`config.mk`:
```
export PLATFORM = sky130hd
export DESIGN_NAME = xadc_temp_sampler
export DESIGN_NICKNAME = d
export VERILOG_FILES = /design/src/rtl/xadc_pkg.sv /design/src/rtl/xadc_temp_sampler_tick_gen.sv /design/src/rtl/xadc_temp_sampler.sv
export SDC_FILE = /design/constraint.sdc
export NUM_CORES = 1
export LEC_CHECK = 0
export CAP_MARGIN = 25
export CORE_UTILIZATION = 50
export CTS_BUF_LIST = sky130_fd_sc_hd__clkbuf_8
export DETAILED_ROUTE_END_ITERATION = 6
export PLACE_DENSITY = 0.87
export SETUP_SLACK_MARGIN = 0.02
export SYNTH_ARGS = -nofsm -noshare
export SYNTH_HDL_FRONTEND = slang
export SYNTH_SLANG_ARGS = --single-unit
```
`constraint.sdc`:
```
create_clock -name clk -period 2.4 [get_ports clk]
set_clock_uncertainty 0.2 [all_clocks]
set_input_delay 0.24 -clock clk [delete_from_list [all_inputs] [get_ports clk]]
set_output_delay 0.24 -clock clk [all_outputs]
set_load 0.02 [all_outputs]
```
`src/rtl/xadc_pkg.sv`:
```
// Shared types and constants for the XADC temperature sampler.
package xadc_pkg;

    typedef enum logic [2:0] {
        IDLE,
        REQ,
        WAIT_RDY,
        ACCUM,
        DONE
    } sampler_state_t;

    localparam logic [6:0]  XADC_ADDR_TEMP   = 7'h00;
    localparam logic [6:0]  XADC_ADDR_VCCINT = 7'h01;
    localparam int unsigned XADC_CODE_W      = 12;

    // Burst period in clock cycles; simulation builds use a short fixed period.
    function automatic int unsigned period_cycles(input int unsigned clk_hz,
                                                  input int unsigned period_us,
                                                  input bit          sim,
                                                  input int unsigned sim_cyc);
        return sim ? sim_cyc : (clk_hz / 1_000_000) * period_us;
    endfunction

endpackage

```
`src/rtl/xadc_temp_sampler_tick_gen.sv`:
```
// Periodic one-cycle tick for continuous-mode bursts.
module tick_gen #(
    parameter int unsigned PERIOD_CYC = 100
) (
    input  logic clk,
    input  logic reset,
    input  logic en,
    output logic tick
);

    localparam int unsigned      CNT_W = (PERIOD_CYC > 1) ? $clog2(PERIOD_CYC) : 1;
    localparam logic [CNT_W-1:0] LAST  = CNT_W'(PERIOD_CYC - 1);

    logic [CNT_W-1:0] cnt_q;

    // Count while enabled and wrap at the period; park at zero when disabled.
    always_ff @(posedge clk) begin
        if (reset || !en) begin
            cnt_q <= '0;
        end else if (cnt_q == LAST) begin
            cnt_q <= '0;
        end else begin
            cnt_q <= cnt_q + CNT_W'(1);
        end
    end

    assign tick = en && (cnt_q == LAST);

endmodule

```
`src/rtl/xadc_temp_sampler.sv`:
```
// XADC DRP temperature sampler: reads the temperature register in bursts of
// 2^AVG_LOG2 samples and presents the truncated average to TempSensor.
module xadc_temp_sampler
    import xadc_pkg::*;
#(
    parameter int unsigned CLK_HZ           = 10_000_000,
    parameter int unsigned Simulacion       = 0,
    parameter int unsigned SAMPLE_PERIOD_US = 1000,
    parameter int unsigned SIM_PERIOD_CYC   = 100,
    parameter int unsigned AVG_LOG2         = 3,   // legal range 0..4
    parameter logic [6:0]  DRP_ADDR         = XADC_ADDR_TEMP,
    parameter int unsigned TIMEOUT_CYC      = 255
) (
    input  logic        clk,
    input  logic        reset,
    input  logic        start_i,
    input  logic        cont_en_i,
    output logic [6:0]  drp_daddr_o,
    output logic        drp_den_o,
    output logic        drp_dwe_o,
    output logic [15:0] drp_di_o,
    input  logic [15:0] drp_do_i,
    input  logic        drp_drdy_i,
    output logic [11:0] temp_raw_o,
    output logic        temp_valid_o,
    output logic        busy_o,
    output logic        done_o,
    output logic        err_timeout_o
);

    localparam int unsigned PERIOD_CYC =
        period_cycles(CLK_HZ, SAMPLE_PERIOD_US, Simulacion != 0, SIM_PERIOD_CYC);
    localparam int unsigned      SUM_W     = XADC_CODE_W + AVG_LOG2;
    localparam int unsigned      CNT_W     = AVG_LOG2 + 1;
    localparam logic [CNT_W-1:0] N_SAMPLES = CNT_W'(1 << AVG_LOG2);
    localparam int unsigned      WAIT_W    = $clog2(TIMEOUT_CYC + 1);
    localparam logic [WAIT_W-1:0] WAIT_LAST = WAIT_W'(TIMEOUT_CYC - 1);

    sampler_state_t         state_q;
    logic [SUM_W-1:0]       sum_q;
    logic [CNT_W-1:0]       cnt_q;
    logic [CNT_W-1:0]       cnt_inc;
    logic [WAIT_W-1:0]      wait_q;
    logic [XADC_CODE_W-1:0] sample_q;
    logic [6:0]             daddr_q;
    logic                   den_q;
    logic [11:0]            raw_q;
    logic                   valid_q;
    logic                   busy_q;
    logic                   done_q;
    logic                   err_q;
    logic                   tick;
    logic                   trigger;

    tick_gen #(
        .PERIOD_CYC (PERIOD_CYC)
    ) u_tick_gen (
        .clk   (clk),
        .reset (reset),
        .en    (cont_en_i),
        .tick  (tick)
    );

    // Start and tick landing together still form a single trigger.
    assign trigger = start_i || tick;
    assign cnt_inc = cnt_q + CNT_W'(1);

    // Burst sequencer; every output is a register written here.
    always_ff @(posedge clk) begin
        if (reset) begin
            state_q  <= IDLE;
            sum_q    <= '0;
            cnt_q    <= '0;
            wait_q   <= '0;
            sample_q <= '0;
            daddr_q  <= DRP_ADDR;
            den_q    <= 1'b0;
            raw_q    <= '0;
            valid_q  <= 1'b0;
            busy_q   <= 1'b0;
            done_q   <= 1'b0;
            err_q    <= 1'b0;
        end else begin
            den_q   <= 1'b0;
            valid_q <= 1'b0;
            case (state_q)
                IDLE: begin
                    if (trigger) begin
                        state_q <= REQ;
                        den_q   <= 1'b1;
                        sum_q   <= '0;
                        cnt_q   <= '0;
                        done_q  <= 1'b0;
                        busy_q  <= 1'b1;
                    end
                end
                REQ: begin
                    // drdy coinciding with den is deliberately not looked at here.
                    state_q <= WAIT_RDY;
                    wait_q  <= '0;
                end
                WAIT_RDY: begin
                    if (drp_drdy_i) begin
                        sample_q <= drp_do_i[15:4];
                        state_q  <= ACCUM;
                    end else if (wait_q == WAIT_LAST) begin
                        // Abandon the burst; temp_raw_o keeps the last good average.
                        err_q   <= 1'b1;
                        busy_q  <= 1'b0;
                        state_q <= IDLE;
                    end else begin
                        wait_q <= wait_q + WAIT_W'(1);
                    end
                end
                ACCUM: begin
                    sum_q <= sum_q + SUM_W'(sample_q);
                    cnt_q <= cnt_inc;
                    if (cnt_inc == N_SAMPLES) begin
                        state_q <= DONE;
                    end else begin
                        state_q <= REQ;
                        den_q   <= 1'b1;
                    end
                end
                DONE: begin
                    raw_q   <= XADC_CODE_W'(sum_q >> AVG_LOG2);
                    valid_q <= 1'b1;
                    done_q  <= 1'b1;
                    busy_q  <= 1'b0;
                    state_q <= IDLE;
                end
                default: begin
                    state_q <= IDLE;
                    busy_q  <= 1'b0;
                end
            endcase
        end
    end

    assign drp_daddr_o   = daddr_q;
    assign drp_den_o     = den_q;
    assign drp_dwe_o     = 1'b0;
    assign drp_di_o      = 16'h0000;
    assign temp_raw_o    = raw_q;
    assign temp_valid_o  = valid_q;
    assign busy_o        = busy_q;
    assign done_o        = done_q;
    assign err_timeout_o = err_q;

endmodule

```
# Word-level counts from Yosys, hierarchy flattened
# Cells that the tools add are included.
# totals
output_inout_bits,41
reg_bits,73
# classes
eq_ne,12
muxes,22
bitwise_logic,2
addsub,4
reduce_logical,17
# ops
op,count
one-hot mux 15 bit (2 select lines),1
2-to-1 mux 8 bit,2
one-hot mux 8 bit (2 select lines),1
adder 15 x 12 -> 15 bit,1
2-to-1 mux 15 bit,1
"adder 14 x 1 -> 14 bit, second input constant",1
"== test 14 bit, second input constant",1
2-to-1 mux 3 bit,4
one-hot mux 3 bit (4 select lines),1
"adder 8 x 1 -> 8 bit, second input constant",1
"== test 8 bit, second input constant",1
"inequality test 2 bit, second input constant",4
one-hot mux 4 bit (2 select lines),1
AND reduction 2 bit,4
2-to-1 mux 1 bit,7
"== test 3 x 2 -> 1 bit, second input constant",2
AND reduction 3 bit,2
nonzero test 2 bit,3
"adder 4 x 1 -> 4 bit, second input constant",1
"== test 4 bit, second input constant",1
2-to-1 mux 4 bit,1
one-hot mux 1 bit (2 select lines),2
AND reduction 4 bit,1
OR reduction 2 bit,2
other kinds (9),11

# Logic depth before layout (Yosys ltp)
# logic_depth
word_depth,5
ltp_mapped,8
mapped_depth_nobuf,8

# By module
# From an unflattened synthesis, not the netlist that was laid out.
# hier_totals
hier_cells,435
area_unflattened_um2,3598.5
# modules_own_cells
module,cells_per_inst,instances,area_each_um2,seq_area_each_um2
xadc_temp_sampler,364,1,2960.3,1181.1
tick_gen,71,1,638.1,280.3

# Worst setup path after synthesis
# No wires, ideal clock.
# synth_timing
path_type,register to register
from,reg sum_q[0]
to,reg sum_q[14]
path_stages_with_launch,9
t_required_ps,2079
arrival_ps,1934
path_buffers,0
path_slack_ps,145
cell_sequence,dfxtp_1 ha_1 fa_1 a21oi_1 o21ai_1 a211oi_1 o21ai_1 nand4_1 mux2_4
# synth_via
elab_chain_cells,2
# synth_rtl
item,line_no,source
from (decl),xadc_temp_sampler.sv:40,logic [SUM_W-1:0] sum_q;
from (signal assigned),xadc_temp_sampler.sv:116,sum_q <= sum_q + SUM_W'(sample_q);
adder 15 x 12 -> 15 bit,xadc_temp_sampler.sv:116,
one-hot mux 15 bit (2 select lines),xadc_temp_sampler.sv:86,case (state_q)
# No other way between the ends.
# A chain may end at the register's enable or synchronous reset.

# Worst setup path after layout
# Same ends and word-level chain as after synthesis.

==> summary.md <==
| Metric | Value |
|---|---|
| Status | complete, no violations |
| Final min period | 2.30 ns |
| Routed via count | approximately 3100 |
| Vias in the first global route | between 2000 and 3000 |
| Max cap viols | 0 |
| DR vias/cell | 5.31 |
| Arr. time, crit path | ~2.4 ns |
| Peak supply drop | approximately 0.32 mV |
| Final Max Tran Viols | 0 |
| Grt met2 use | around a third |
| CTS clock-pin slew for the worst setup and hold paths | about 0.08 ns |
| Num rows | 30 |
| Max-slew headroom | between 50 and 60% |
| FF+latch area | roughly 1500 µm² |
| Final setup TNS | 0 ns |
| Pleak | 1.65 nW |
| Pwr dens | approximately 610 nW/µm² |
| Crit-path max FO | 2 |
| Initial DRT Pass Iterations | 4 |
| CP Launch Type | flop |
| Most common cell in the synthesized netlist | nand2_1 |
| Initial antenna violation count | 0 |
| Initial DRC count | 260 |
| Number of top-level design ports | 62 |
| Largest family of logic cells by synthesized area | simple AND/OR/NAND/NOR gates |
| Layout cells sized above 1 | under 10% |
| Post-Syn Instances | 450 |
| R2R setup slack | around 0.1 ns |
| Post-synth top area share | 39.6% |
| Post-Synth XOR/XNOR Area | 5.69% |
| Required @ worst endpoint | approximately 2.5 ns |
| Worst-Skew Late Latency | approximately 0.36 ns |
| Flops & latches, synth | 73 |
| R2r endpoint | sum_q[14]$_SDFFE_PP0P_ |
| Placed cell count | between 500 and 600 |
| Clk sink count | 73 |
| Detailed-route wire length | around 7600 µm |
| Post-DRT Antenna Nets | 0 |
| Simple-gate share of the synthesized area | 24.5% |
| Setup violators final | 0 |
| Root buffer cell | clkbuf_8 |
| Top cells by area, synth | dfxtp_1 (40%), nand2_1 (7.6%), a21oi_1 (6.9%) |
| HP Start | reset |
| Starting Density | between 50% and 60% |
| GRT Util Overall | a little over a fifth |
| CTS tree | done |
| Mux contribution to synthesized area | under 10% |
| Total grt overflow | 0 |
| Final-report hold violation count | 0 |
| Number of port buffers | 33 |
| Adder-Cell Fraction of Synth Area | 6.31% |
| Core area | 6940 µm² |
| # fillers | 576 |
| Post-synthesis compound-gate area fraction | 14.2% |
| RSZ-0062 raised after global routing | no |
| Clk buf depth | 2 |
| Routed wire length per instance | between 10 and 15 µm |
| Total CTS buffers | 9 |
| Die extent in y | roughly 88 µm |
| Area of the multi-input gates | approximately 2000 µm² |
| Area Overhead vs Synth | 15.4% |
| Die W | just under 90 µm |
| Routability cong. | approximately 0.89 |
| Worst Hold Endpoint | cnt_q[0]$_SDFFE_PP0P_ |
| DRC | 0 |
| Worst reg-to-reg path cell count | 8 |
| Synth Flop Type | dfxtp_1 |
| Full die area | about 7700 µm² |
| Crit Path Class | flop to flop |
| Top cells by count, synth | nand2_1 (75), dfxtp_1 (73), a21oi_1 (51) |
| Synth warnings | 0 |
| Async SR Flop Fraction | 0% |
| Fin nets | around 520 |
| Max frequency | around 430 MHz |
| # diodes | 0 |
| Worst slew pin tran | about 0.6 ns |
| Hold-critical path depth | 2 |
| Met1 GRT Util | between 20% and 30% |
| GRT Max-Usage Layer | met2 |
| Crit Reg-Reg Startpoint | sum_q[0]$_SDFFE_PP0P_ |
| Part of the cycle the worst path needs | between 90% and 100% |
| Distinct cell type count after synthesis | 56 |
| H-tree depth | 3 |
| Mean Syn Cell Area | around 8.2 µm² |
| First-pass GRT wire length | 12400 µm |
| Post-CTS Hold Buffers | 0 |
| CP endpoint kind | flop |
| Met3 Track Usage GR | under 10% |
| Leading area contributor after synthesis | dfxtp_1 |
| Number of flops mapped to enable cells by yosys | 0 |
| Largest net degree at the start of global routing | 37 |
| Finished Layout Cells | around 580 |
| Seq/Total Area, Yosys | between 30 and 40% |
| Synthesized area | roughly 3700 µm² |
| DP HPWL | 5340 µm |
| Worst hold path type | input port to flop |
## worst max-delay path, cell delays in order, from the launching register on
cell,delay [ns]
dfxtp_1,0.33
ha_1,0.23
fa_2,0.35
a21oi_2,0.18
o21ai_2,0.10
a211oi_2,0.31
o21ai_2,0.09
nand4_1,0.12
mux2_4,0.30
## state kept, by name (all words and copies together), names as in the netlist, 3 cells and up
name / cells
sample_q: 12
state_q: 3
u_tick_gen.cnt_q: 14
temp_raw_o: 12
cnt_q: 4
wait_q: 8
sum_q: 15
## report_power, final
part           total (mW)  internal [mW]  switching (mW)
registers            1.26           1.23          0.0289
clock network        1.07          0.584           0.481
logic               0.258         0.0877           0.170
total                2.59           1.91           0.680
## placed cells by master, fill, tap and decap left out, types with 3 or more instances in the layout
| master | instances |
|---|---|
| nand2_1 | 75 |
| inv_1 | 7 |
| xor2_1 | 12 |
| xnor2_1 | 12 |
| nand4_1 | 9 |
| a21o_1 | 3 |
| nand2b_1 | 3 |
| nor3_1 | 8 |
| nand3_1 | 14 |
| nor2_1 | 46 |
| clkbuf_8 | 9 |
| conb_1 | 24 |
| and3_1 | 8 |
| dfxtp_1 | 73 |
| nand3b_1 | 3 |
| a21oi_1 | 49 |
| buf_4 | 9 |
| ha_1 | 17 |
| a21oi_2 | 3 |
| o21ai_0 | 10 |
| o21bai_1 | 3 |
| and2_1 | 4 |
| and3b_1 | 3 |
| a31oi_1 | 6 |
| clkdlybuf4s50_1 | 32 |
## through the flow
| stage | utilization [%] | hold WS [ns] | cell area [µm²] | worst slack (ns) | power (mW) |
|---|---|---|---|---|---|
| after floorplan | - | 0.176 | 3780 | 0.145 | 1.50 |
| after global placement | 57.7 | 0.222 | 4010 | 0.00837 | 1.54 |
| after detailed placement | 57.7 | 0.246 | 4010 | -0.0384 | 1.54 |
| after CTS | 61.0 | 0.157 | 4240 | 0.0363 | 2.61 |
| after global routing | 61.3 | 0.184 | 4260 | 0.0244 | 2.69 |
| final | 61.3 | 0.179 | 4260 | 0.0987 | 2.59 |
## area by class of cell
type | instances | share of cell area, %
clock buffer | 9 | 2.91
clock inverter | 7 | 2.23
timing repair buffer | 42 | 9.23
multi-input combinational | 348 | 47.8
inverter | 8 | 0.705
tap | 96 | 2.82
sequential | 73 | 34.3
## logic make-up (layout without fill, tap and decap cells)
family	Yosys count	count (layout)
compound gates	89	89
xor+xnor	24	24
fa+ha+maj	18	18
buf+inv	52	66
flops	73	73
mux	4	4
other cells	1	24
simple gates	189	189
## worst max path at each step
stage / to / slack [ns] / from
floorplan: sum_q[14]$_SDFFE_PP0P_ / 0.14 / sum_q[0]$_SDFFE_PP0P_
global placement: sum_q[14]$_SDFFE_PP0P_ / 0.008 / sum_q[0]$_SDFFE_PP0P_
detailed placement: sum_q[14]$_SDFFE_PP0P_ / -0.04 / sum_q[0]$_SDFFE_PP0P_
CTS: sum_q[14]$_SDFFE_PP0P_ / 0.04 / sum_q[0]$_SDFFE_PP0P_
global route: sum_q[14]$_SDFFE_PP0P_ / 0.02 / sum_q[0]$_SDFFE_PP0P_
finish: sum_q[14]$_SDFFE_PP0P_ / 0.1 / sum_q[0]$_SDFFE_PP0P_
## per-layer routing
| layer | vias to the layer above | wire length (µm) |
|---|---|---|
| met3 | 11 | 404 |
| met1 | 1441 | 3380 |
| met2 | 82 | 3670 |
| met5 | - | 0 |
| met4 | 0 | 166 |
| li1 | 1563 | - |
## what timing repair did
item,CTS,global route
pin swaps,0,2
resized for setup,2,4
endpoints found under the setup margin,3,5
buffers inserted,0,1
(Power assumes the default switching activity.)
